## config.mk

```make
export PLATFORM = sky130hd
export DESIGN_NAME = store_buffer
export DESIGN_NICKNAME = d
export VERILOG_FILES = /design/src/rtl/store_buffer_pkg.sv /design/src/rtl/sb_fifo.sv /design/src/rtl/store_buffer.sv
export SDC_FILE = /design/constraint.sdc
export NUM_CORES = 1
export LEC_CHECK = 0
export ABC_AREA = 1
export BUFFER_PORTS_ARGS = -buffer_cell sky130_fd_sc_hd__buf_2
export CAP_MARGIN = 20
export CORE_UTILIZATION = 50
export DETAILED_ROUTE_END_ITERATION = 10
export GPL_TIMING_DRIVEN = 0
export PLACE_DENSITY = 0.7
export REMOVE_ABC_BUFFERS = 1
export SETUP_SLACK_MARGIN = 0.1
export SLEW_MARGIN = 15
export SYNTH_ARGS = -nofsm -noshare
export SYNTH_HDL_FRONTEND = slang
export SYNTH_SLANG_ARGS = --single-unit
export TNS_END_PERCENT = 10
```

## constraint.sdc

```tcl
create_clock -name clk_i -period 5.1 [get_ports clk_i]
set_input_delay 0.255 -clock clk_i [delete_from_list [all_inputs] [get_ports clk_i]]
set_output_delay 0.255 -clock clk_i [all_outputs]
set_load 0.01 [all_outputs]
```

## src/rtl/store_buffer_pkg.sv

```systemverilog
// Shared types and defaults for the posted-write store buffer.
// Entries are fixed at 32-bit address and data; the top narrows/widens at its ports.
package store_buffer_pkg;

    localparam int unsigned SB_ADDR_W        = 32;
    localparam int unsigned SB_DATA_W        = 32;
    localparam int unsigned SB_DEPTH_DEFAULT = 4;

    typedef struct packed {
        logic [SB_ADDR_W-1:0] addr;
        logic [SB_DATA_W-1:0] data;
    } sb_entry_t;

endpackage

```

## src/rtl/sb_fifo.sv

```systemverilog
// Pointer/count FIFO of store entries that exposes every slot and its valid bit
// so the parent can run a parallel address compare for load forwarding.
module sb_fifo
    import store_buffer_pkg::*;
#(
    parameter int unsigned DEPTH = SB_DEPTH_DEFAULT,
    localparam int unsigned PtrW = $clog2(DEPTH)
) (
    input  logic                  clk_i,
    input  logic                  rst_ni,
    input  logic                  push_i,
    input  sb_entry_t             push_entry_i,
    input  logic                  pop_i,
    output sb_entry_t             head_entry_o,
    output logic [PtrW-1:0]       head_ptr_o,
    output logic [PtrW:0]         count_o,
    output logic                  full_o,
    output logic                  empty_o,
    output sb_entry_t [DEPTH-1:0] entries_o,
    output logic [DEPTH-1:0]      valid_o
);

    logic [PtrW-1:0]       head_q, head_d;
    logic [PtrW-1:0]       tail_q, tail_d;
    logic [PtrW:0]         count_q, count_d;
    sb_entry_t [DEPTH-1:0] mem_q;

    always_comb begin
        head_d  = head_q;
        tail_d  = tail_q;
        count_d = count_q;
        if (push_i) begin
            tail_d = tail_q + 1'b1;
        end
        if (pop_i) begin
            head_d = head_q + 1'b1;
        end
        unique case ({push_i, pop_i})
            2'b10:   count_d = count_q + 1'b1;
            2'b01:   count_d = count_q - 1'b1;
            default: count_d = count_q;
        endcase
    end

    always_ff @(posedge clk_i) begin
        if (!rst_ni) begin
            head_q  <= '0;
            tail_q  <= '0;
            count_q <= '0;
        end else begin
            head_q  <= head_d;
            tail_q  <= tail_d;
            count_q <= count_d;
        end
    end

    // Storage is not reset; the valid bits derived from count guard every use.
    always_ff @(posedge clk_i) begin
        if (push_i) begin
            mem_q[tail_q] <= push_entry_i;
        end
    end

    always_comb begin
        valid_o = '0;
        for (int k = 0; k < DEPTH; k++) begin
            logic [PtrW-1:0] age;
            age        = PtrW'(k) - head_q;
            valid_o[k] = ({1'b0, age} < count_q);
        end
    end

    assign head_entry_o = mem_q[head_q];
    assign head_ptr_o   = head_q;
    assign count_o      = count_q;
    assign full_o       = (count_q == (PtrW + 1)'(DEPTH));
    assign empty_o      = (count_q == '0);
    assign entries_o    = mem_q;

endmodule

```

## src/rtl/store_buffer.sv

```systemverilog
// Posted-write buffer between the core data port and a valid/ready memory write port,
// with youngest-match store-to-load forwarding on word addresses.
module store_buffer
    import store_buffer_pkg::*;
#(
    parameter int unsigned DEPTH  = SB_DEPTH_DEFAULT,
    parameter int unsigned ADDR_W = SB_ADDR_W,
    parameter int unsigned DATA_W = SB_DATA_W
) (
    input  logic              clk_i,
    input  logic              rst_ni,
    input  logic              st_valid_i,
    input  logic              ld_valid_i,
    input  logic [ADDR_W-1:0] addr_i,
    input  logic [DATA_W-1:0] wdata_i,
    output logic [DATA_W-1:0] rdata_o,
    output logic              stall_o,
    output logic              empty_o,
    output logic              mem_wvalid_o,
    output logic [ADDR_W-1:0] mem_waddr_o,
    output logic [DATA_W-1:0] mem_wdata_o,
    input  logic              mem_wready_i,
    output logic [ADDR_W-1:0] mem_raddr_o,
    input  logic [DATA_W-1:0] mem_rdata_i
);

    localparam int unsigned PtrW = $clog2(DEPTH);

    sb_entry_t             push_entry;
    sb_entry_t             head_entry;
    sb_entry_t [DEPTH-1:0] entries;
    logic [DEPTH-1:0]      valid;
    logic [PtrW-1:0]       head_ptr;
    logic [PtrW:0]         count;
    logic                  full;
    logic                  empty;
    logic                  push;
    logic                  pop;
    logic [SB_ADDR_W-1:0]  addr_ext;
    logic                  unused_ld_valid;

    // Loads need no gating: forwarding is a pure function of the presented address.
    assign unused_ld_valid = ld_valid_i;

    assign addr_ext        = SB_ADDR_W'(addr_i);
    assign push_entry.addr = addr_ext;
    assign push_entry.data = SB_DATA_W'(wdata_i);

    // No full bypass: a store arriving while full waits even if the head drains now.
    assign push = st_valid_i && !full;
    assign pop  = !empty && mem_wready_i;

    sb_fifo #(
        .DEPTH (DEPTH)
    ) u_fifo (
        .clk_i        (clk_i),
        .rst_ni       (rst_ni),
        .push_i       (push),
        .push_entry_i (push_entry),
        .pop_i        (pop),
        .head_entry_o (head_entry),
        .head_ptr_o   (head_ptr),
        .count_o      (count),
        .full_o       (full),
        .empty_o      (empty),
        .entries_o    (entries),
        .valid_o      (valid)
    );

    assign stall_o      = st_valid_i && full;
    assign empty_o      = empty;
    assign mem_wvalid_o = !empty;
    assign mem_waddr_o  = ADDR_W'(head_entry.addr);
    assign mem_wdata_o  = DATA_W'(head_entry.data);
    assign mem_raddr_o  = addr_i;

    // Walk oldest to youngest so the last hit wins; count is implied by valid.
    always_comb begin
        rdata_o = mem_rdata_i;
        for (int i = 0; i < DEPTH; i++) begin
            logic [PtrW-1:0] idx;
            idx = head_ptr + PtrW'(i);
            if (valid[idx] && (entries[idx].addr[SB_ADDR_W-1:2] == addr_ext[SB_ADDR_W-1:2])) begin
                rdata_o = DATA_W'(entries[idx].data);
            end
        end
    end

endmodule

```

Word-level counts from Yosys, hierarchy flattened
Index checks and enable logic that the tools add are counted.
W data, S select, Z words.

word-level totals
  bits in registers = 263
  logic and storage cells = 74
  bits of input ports = 101
  output and inout bits = 131

cells by class
  muxes and demuxes = 24
  equality and inequality tests = 7
  $add $sub $neg = 10
  $lt $le $gt $ge = 10
  reduce and logical (&&, ||, !) cells = 12

operators by type and width
  operator               number
  $bmux W64 S2           4
  $mux W64               5
  $bwmux W256            1
  $demux W64 S2          1
  $mux W32               4
  $eq A30 B30 Y1         4
  $lt A2 B3 Y1 const B   5
  $lt A2 B3 Y1           4
  $bmux W1 S2            4
  $logic_and A1 B1 Y1    8
  $pmux W3 S2            1
  $add A2 B1 Y2 const B  2
  $add A2 B2 Y2 const B  2
  $mux W1                4
  $sub A1 B2 Y2 const A  2
  $sub A2 B2 Y2 const A  2
  $add A3 B1 Y3 const B  1
  $eq A3 B3 Y1 const B   1
  $logic_not A3 Y1       1
  $sub A3 B1 Y3 const B  1
  $eq A2 B1 Y1 const B   1
  $eq A2 B2 Y1 const B   1
  $ge A2 B1 Y1 const B   1
  $logic_not A1 Y1       2
  $reduce_bool A2 Y1     1

Depth between registers and ports, before layout
  word-level depth = 9
  mapped depth = 25
  gate-level depth less buffers = 19

Cells and area by module
Synthesis repeated with hierarchy kept, for this count alone.

unflattened totals
  cells, all modules = 2920
  area, all modules = 19795.2 sq um

by module, submodules not included
  module        seq. area each (sq um)  area an instance (sq um)  cells an instance  instances
  store_buffer  0.0                     10107.2                   2314               1
  sb_fifo       7827.5                  9688.0                    606                1

Least setup slack after synthesis
OpenSTA, ideal clock, no wires.

  kind = reg2reg
  from = register u_fifo.count_q[2] (netlist: u_fifo.count_o[2])
  to = register u_fifo.mem_q (netlist bit u_fifo.entries_o[0]), enable pin
  required time = 4.613 ns
  clock period less this slack = 3.907 ns
  slack = 1.193 ns
  cell stages (with the launch flop) = 5
  library setup time = 0.487 ns
  arrival time = 3.421 ns
  buffers on the path = 1
  cells stage by stage = dfxtp_1 > clkbuf_1 > nand3_1 > nand2_1 > nor2_1

on the way
  longest elaborated chain between the ends = 3

ends and longest elaborated chain
  item                           line                RTL
  start, declared                sb_fifo.sv:25       logic [PtrW:0] count_q, count_d;
  start signal, assigned         sb_fifo.sv:53       count_q <= count_d;
  $eq A3 B3 Y1                   sb_fifo.sv:76       assign full_o = (count_q == (PtrW + 1)'(DEPTH));
  $logic_not A1 Y1               store_buffer.sv:50  assign push = st_valid_i && !full;
  $logic_and A1 B1 Y1            store_buffer.sv:50
  end signal, assigned by index  sb_fifo.sv:60       mem_q[tail_q] <= push_entry_i;
  end, declared                  sb_fifo.sv:26       sb_entry_t [DEPTH-1:0] mem_q;

No other way between the ends.
A chain may end at the register's enable or synchronous reset.

Worst setup path after layout
  from = register u_fifo.head_q[1] (netlist: u_fifo.head_ptr_o[1])
  to = output rdata_o[2]

on the way
  longest elaborated chain between the ends = 9
  elaborated cells between the ends (all ways) = 39
  those cells by class = 7 x add/sub; 4 x order compare; 4 x eq/ne; 20 x mux; 4 x reduce/logical

ends and longest elaborated chain
  item                                            line                RTL
  start, declared                                 sb_fifo.sv:23       logic [PtrW-1:0] head_q, head_d;
  start signal, assigned                          sb_fifo.sv:47       head_q <= '0;
  start signal, assigned                          sb_fifo.sv:51       head_q <= head_d;
  $sub A1 B2 Y2 or $sub A2 B2 Y2 (tied branches)  sb_fifo.sv:68       age = PtrW'(k) - head_q;
  $lt A2 B3 Y1                                    sb_fifo.sv:69       valid_o[k] = ({1'b0, age} < count_q);
  $bmux W1 S2                                     store_buffer.sv:83  if (valid[idx] && (entries[idx].addr[SB_ADDR_W-1:2] == addr_ext[SB_ADDR_W-1:2])) begin
  $mux W1 (implied by the code)                   store_buffer.sv:83
  $logic_and A1 B1 Y1                             store_buffer.sv:83
  $mux W32 (3 in a row)                           store_buffer.sv:83
  $mux W32 (*)                                    store_buffer.sv:83
  end, declared                                   store_buffer.sv:16  output logic [DATA_W-1:0] rdata_o,

Mark *: on every way between the ends. The rest lies on a longest branch, timed or not. The select of a mux whose other input is x is not followed.

==> metrics.cfg <==
[layout]
nets = 3043
syn_to_final_growth_pct = 19.4
n_fill_cell = 3280
drive_gt1_share_pct = 13.1
design_area_um2 = 22600

[logic_synthesis]
yosys_most_used_dff = edfxtp_1
synthDistinctLibCells = 32
yosys.cell_count.top_type = nand2_1
async_reset_ff_share_pct = 0
ys_warn_count = 0
synth_top_cell_area_share_pct = 40.6
yosysSeqAreaShare_pct = 41.4
syn-mean-instance-area_um2 = 6.89
synth_edf_count = 256
yosysTopAreaCell = edfxtp_1
synth_commonest_cells = nand2_1 (1246), nand3_1 (403), edfxtp_1 (256), inv_1 (256), o21ai_0 (161)
syn-cell-area_um2 = 18900
synth_cells = 2746
ys_seq_elements = 263
ys_top_cells_by_area = edfxtp_1 (41%), nand2_1 (25%), nand3_1 (11%)

[route]
first_pass_iters = 8
vias = 18900
drtIter0Drc = 1844
via_per_inst = 5.48
final_antenna_net_count = 0
routedWlPerCell_um = 17.5
drc = 0
wirelength_mm = 60.4

[floorplanning]
fp.dieW_um = 196
core_um2 = 36900
row_count = 70
dieHeight_um = 196
die-area_um2 = 38600
ios = 232
start_util_pct = 51.3

[setup_path]
r2r_start = u_fifo.count_o[0]
cpMaxStageDelayCell = dfxtp_4
rr_worst_depth = 7
crit_top_cell = buf_16
cp.required_ns = 4.85
cp-start-kind = flop
critPathMaxFanout = 62
setup.worst_path.start = u_fifo.head_ptr_o[1]
ff2ff_setup_slack_ns = 2.52
critPathMaxStageDelay_ns = 0.37
path_class = reg2out
endpoint_kind = output pin
crit_arrival_ns = 4.53
r2r-end = u_fifo.entries_o[220]
cp_cell_sequence = buf_16, buf_16, inv_16, buf_16, nand2_2, nand2_8, buf_16, ha_1, inv_1, nor2_1, nand2_1, nand3_1, nand3_1, inv_1, nor3_2, nand3_4, buf_16, nand2_1, nand3_1, nand3_1, nand2_1, nand2_1, buf_2

[min_path]
min_to = u_fifo.entries_o[54]
min_path_type = in2reg
hold_depth = 1
hold_start = addr_i[22]

[timing]
period_share_pct = 93.9
period_minus_slack_ns = 4.79
worstMarginPinSlew_ns = 0.695
rsz0062_at_grt = false
final_hold_viol_count = 0
timing.fmax_mhz = 209
slew_viol_final = 0
fin_worst_skew_ns = 0.00861
setup_viol = 0
relSlewSlack_pct = 53.5
setup_tns_ns = 0

[job]
cap_violations = 0

[run_status]
status = finished clean

[clock_network]
cts_tree = built
htreeDepth = 1
root_buffer = clkbuf_16
clk_pin_slew_ns = 0.06
clock_path_buffers = 3
cts_inserted_buffers = 30
clock_sinks = 263
clock_latency_ns = 0.56

[global_routing]
grt_pass1_wl_mm = 93.4
grt_usage_pct = 30.8
grt_pass1_vias = 17600
grt_max_degree = 74
antenna_found_initial = 1
gr-total-overflow = 0

[power]
power_uw = 10900
ir_worst_vdd_v = 0.000410
p_leak_uw = 0.0109
p_per_area_nw_per_um2 = 483

[place]
place_hpwl_mm = 36.0
dpl_cell_area_um2 = 20500
place_congestion = 0.873
io_buffers = 230

flip-flops by register name, summed over array words and instances, names as in the netlist:
| register | cells |
|---|---|
| u_fifo.entries_o | 256 |
| u_fifo.count_o | 3 |
| u_fifo.head_ptr_o | 2 |
| u_fifo.tail_q | 2 |
worst max-delay path by stage:
| stage | end | slack [ns] | cells past startpoint |
|---|---|---|---|
| CTS | rdata_o[14] | 0.11 | 22 |
| finish | rdata_o[2] | 0.31 | 23 |
| floorplan | rdata_o[10] | -9.18 | 17 |
| global route | rdata_o[26] | 0.12 | 24 |
| detailed placement | rdata_o[10] | -1.42 | 18 |
| global placement | rdata_o[17] | -18.58 | 16 |
timing repair:
item	4_1_cts	5_1_grt
resized for setup	27	5
buffers inserted	8	4
hold buffers	44	0
cloned	13	4
endpoints found under the setup margin	32	32
pin swaps	5	2
endpoints found under the hold margin	168	0
layer usage:
metal / vias up / global-route usage [%] / part of all wire (%)
li1: 9184 / - / -
met1: 8632 / 40.0 / 39
met2: 978 / 52.5 / 48
met3: 155 / 3.83 / 9.9
met4: 0 / 11.5 / 3.2
met5: - / 0 / 0
stage by stage:
step	cells	hold WS (ns)	setup WS (ns)	utilization, %
2_1_floorplan	2569	0.354	-9.18	-
3_3_place_gp	3303	0.467	-18.58	53.4
3_5_place_dp	3331	0.472	-1.42	55.5
4_1_cts	3450	0.00000702	0.110	60.8
5_1_grt	3459	0.00919	0.123	61.2
6_report	3460	0.00106	0.311	61.2
worst max-delay path: cells and delay by family (launching register included):
kind,cells,cell delay [ns]
buffers and inverters,9,1.61
AND/OR/NAND/NOR,13,1.65
flip-flops,1,0.37
adder cells (fa/ha/maj),1,0.25
logic make-up after synthesis:
family,count (synthesis),synth area share (%)
buffers and inverters,444,10.5
muxes,32,1.69
DFF,263,41.4
and+or+nand+nor,1753,38.0
adders and majority gates,10,0.701
AOI/OAI and AO/OA,188,5.07
xor gates and xnor gates,56,2.59
area by class of cell:
type	instances	area, µm²	share of cell area (%)
clock inverter	21	213	0.942
timing repair inverter	2	16.3	0.0721
timing repair buffer	325	2740	12.1
multi-input combinational	2043	9310	41.2
inverter	267	1050	4.63
sequential	263	7840	34.7
tap	504	631	2.79
clock buffer	33	783	3.47
antenna	2	5.00	0.0222
cell usage in the layout (no fill, tap or decap), types with 3 or more instances in the layout:
cell / synthesis / routed
edfxtp_1: 256 / 256
o21ai_0: 161 / 161
inv_2: 10 / 7
o21ai_1: 10 / 10
nor2_1: 62 / 54
buf_2: 55 / 230
dfxtp_1: 7 / 5
inv_1: 256 / 255
a21oi_1: 9 / 9
buf_4: 52 / 8
nand2_2: 0 / 3
bufinv_16: 0 / 4
nand3_1: 403 / 400
clkinv_2: 0 / 9
o211ai_1: 4 / 4
nor3_1: 8 / 7
nand3_4: 0 / 5
ha_1: 9 / 9
xor2_1: 56 / 56
nor2_4: 0 / 11
clkbuf_16: 0 / 34
dlygate4sd3_1: 0 / 44
clkinv_1: 1 / 5
buf_16: 0 / 17
nand4_1: 11 / 11
nand2_1: 1246 / 1242
bufbuf_16: 0 / 8
clkinvlp_4: 0 / 4
mux2i_1: 32 / 32
buf_12: 0 / 13
nand2_4: 1 / 3
or2_2: 13 / 13
power breakdown:
group	internal (µW)	switching (µW)
clock network	1300	881
registers	2590	91.6
logic	2000	4040
Note: power is estimated with default switching activity, not from simulation.
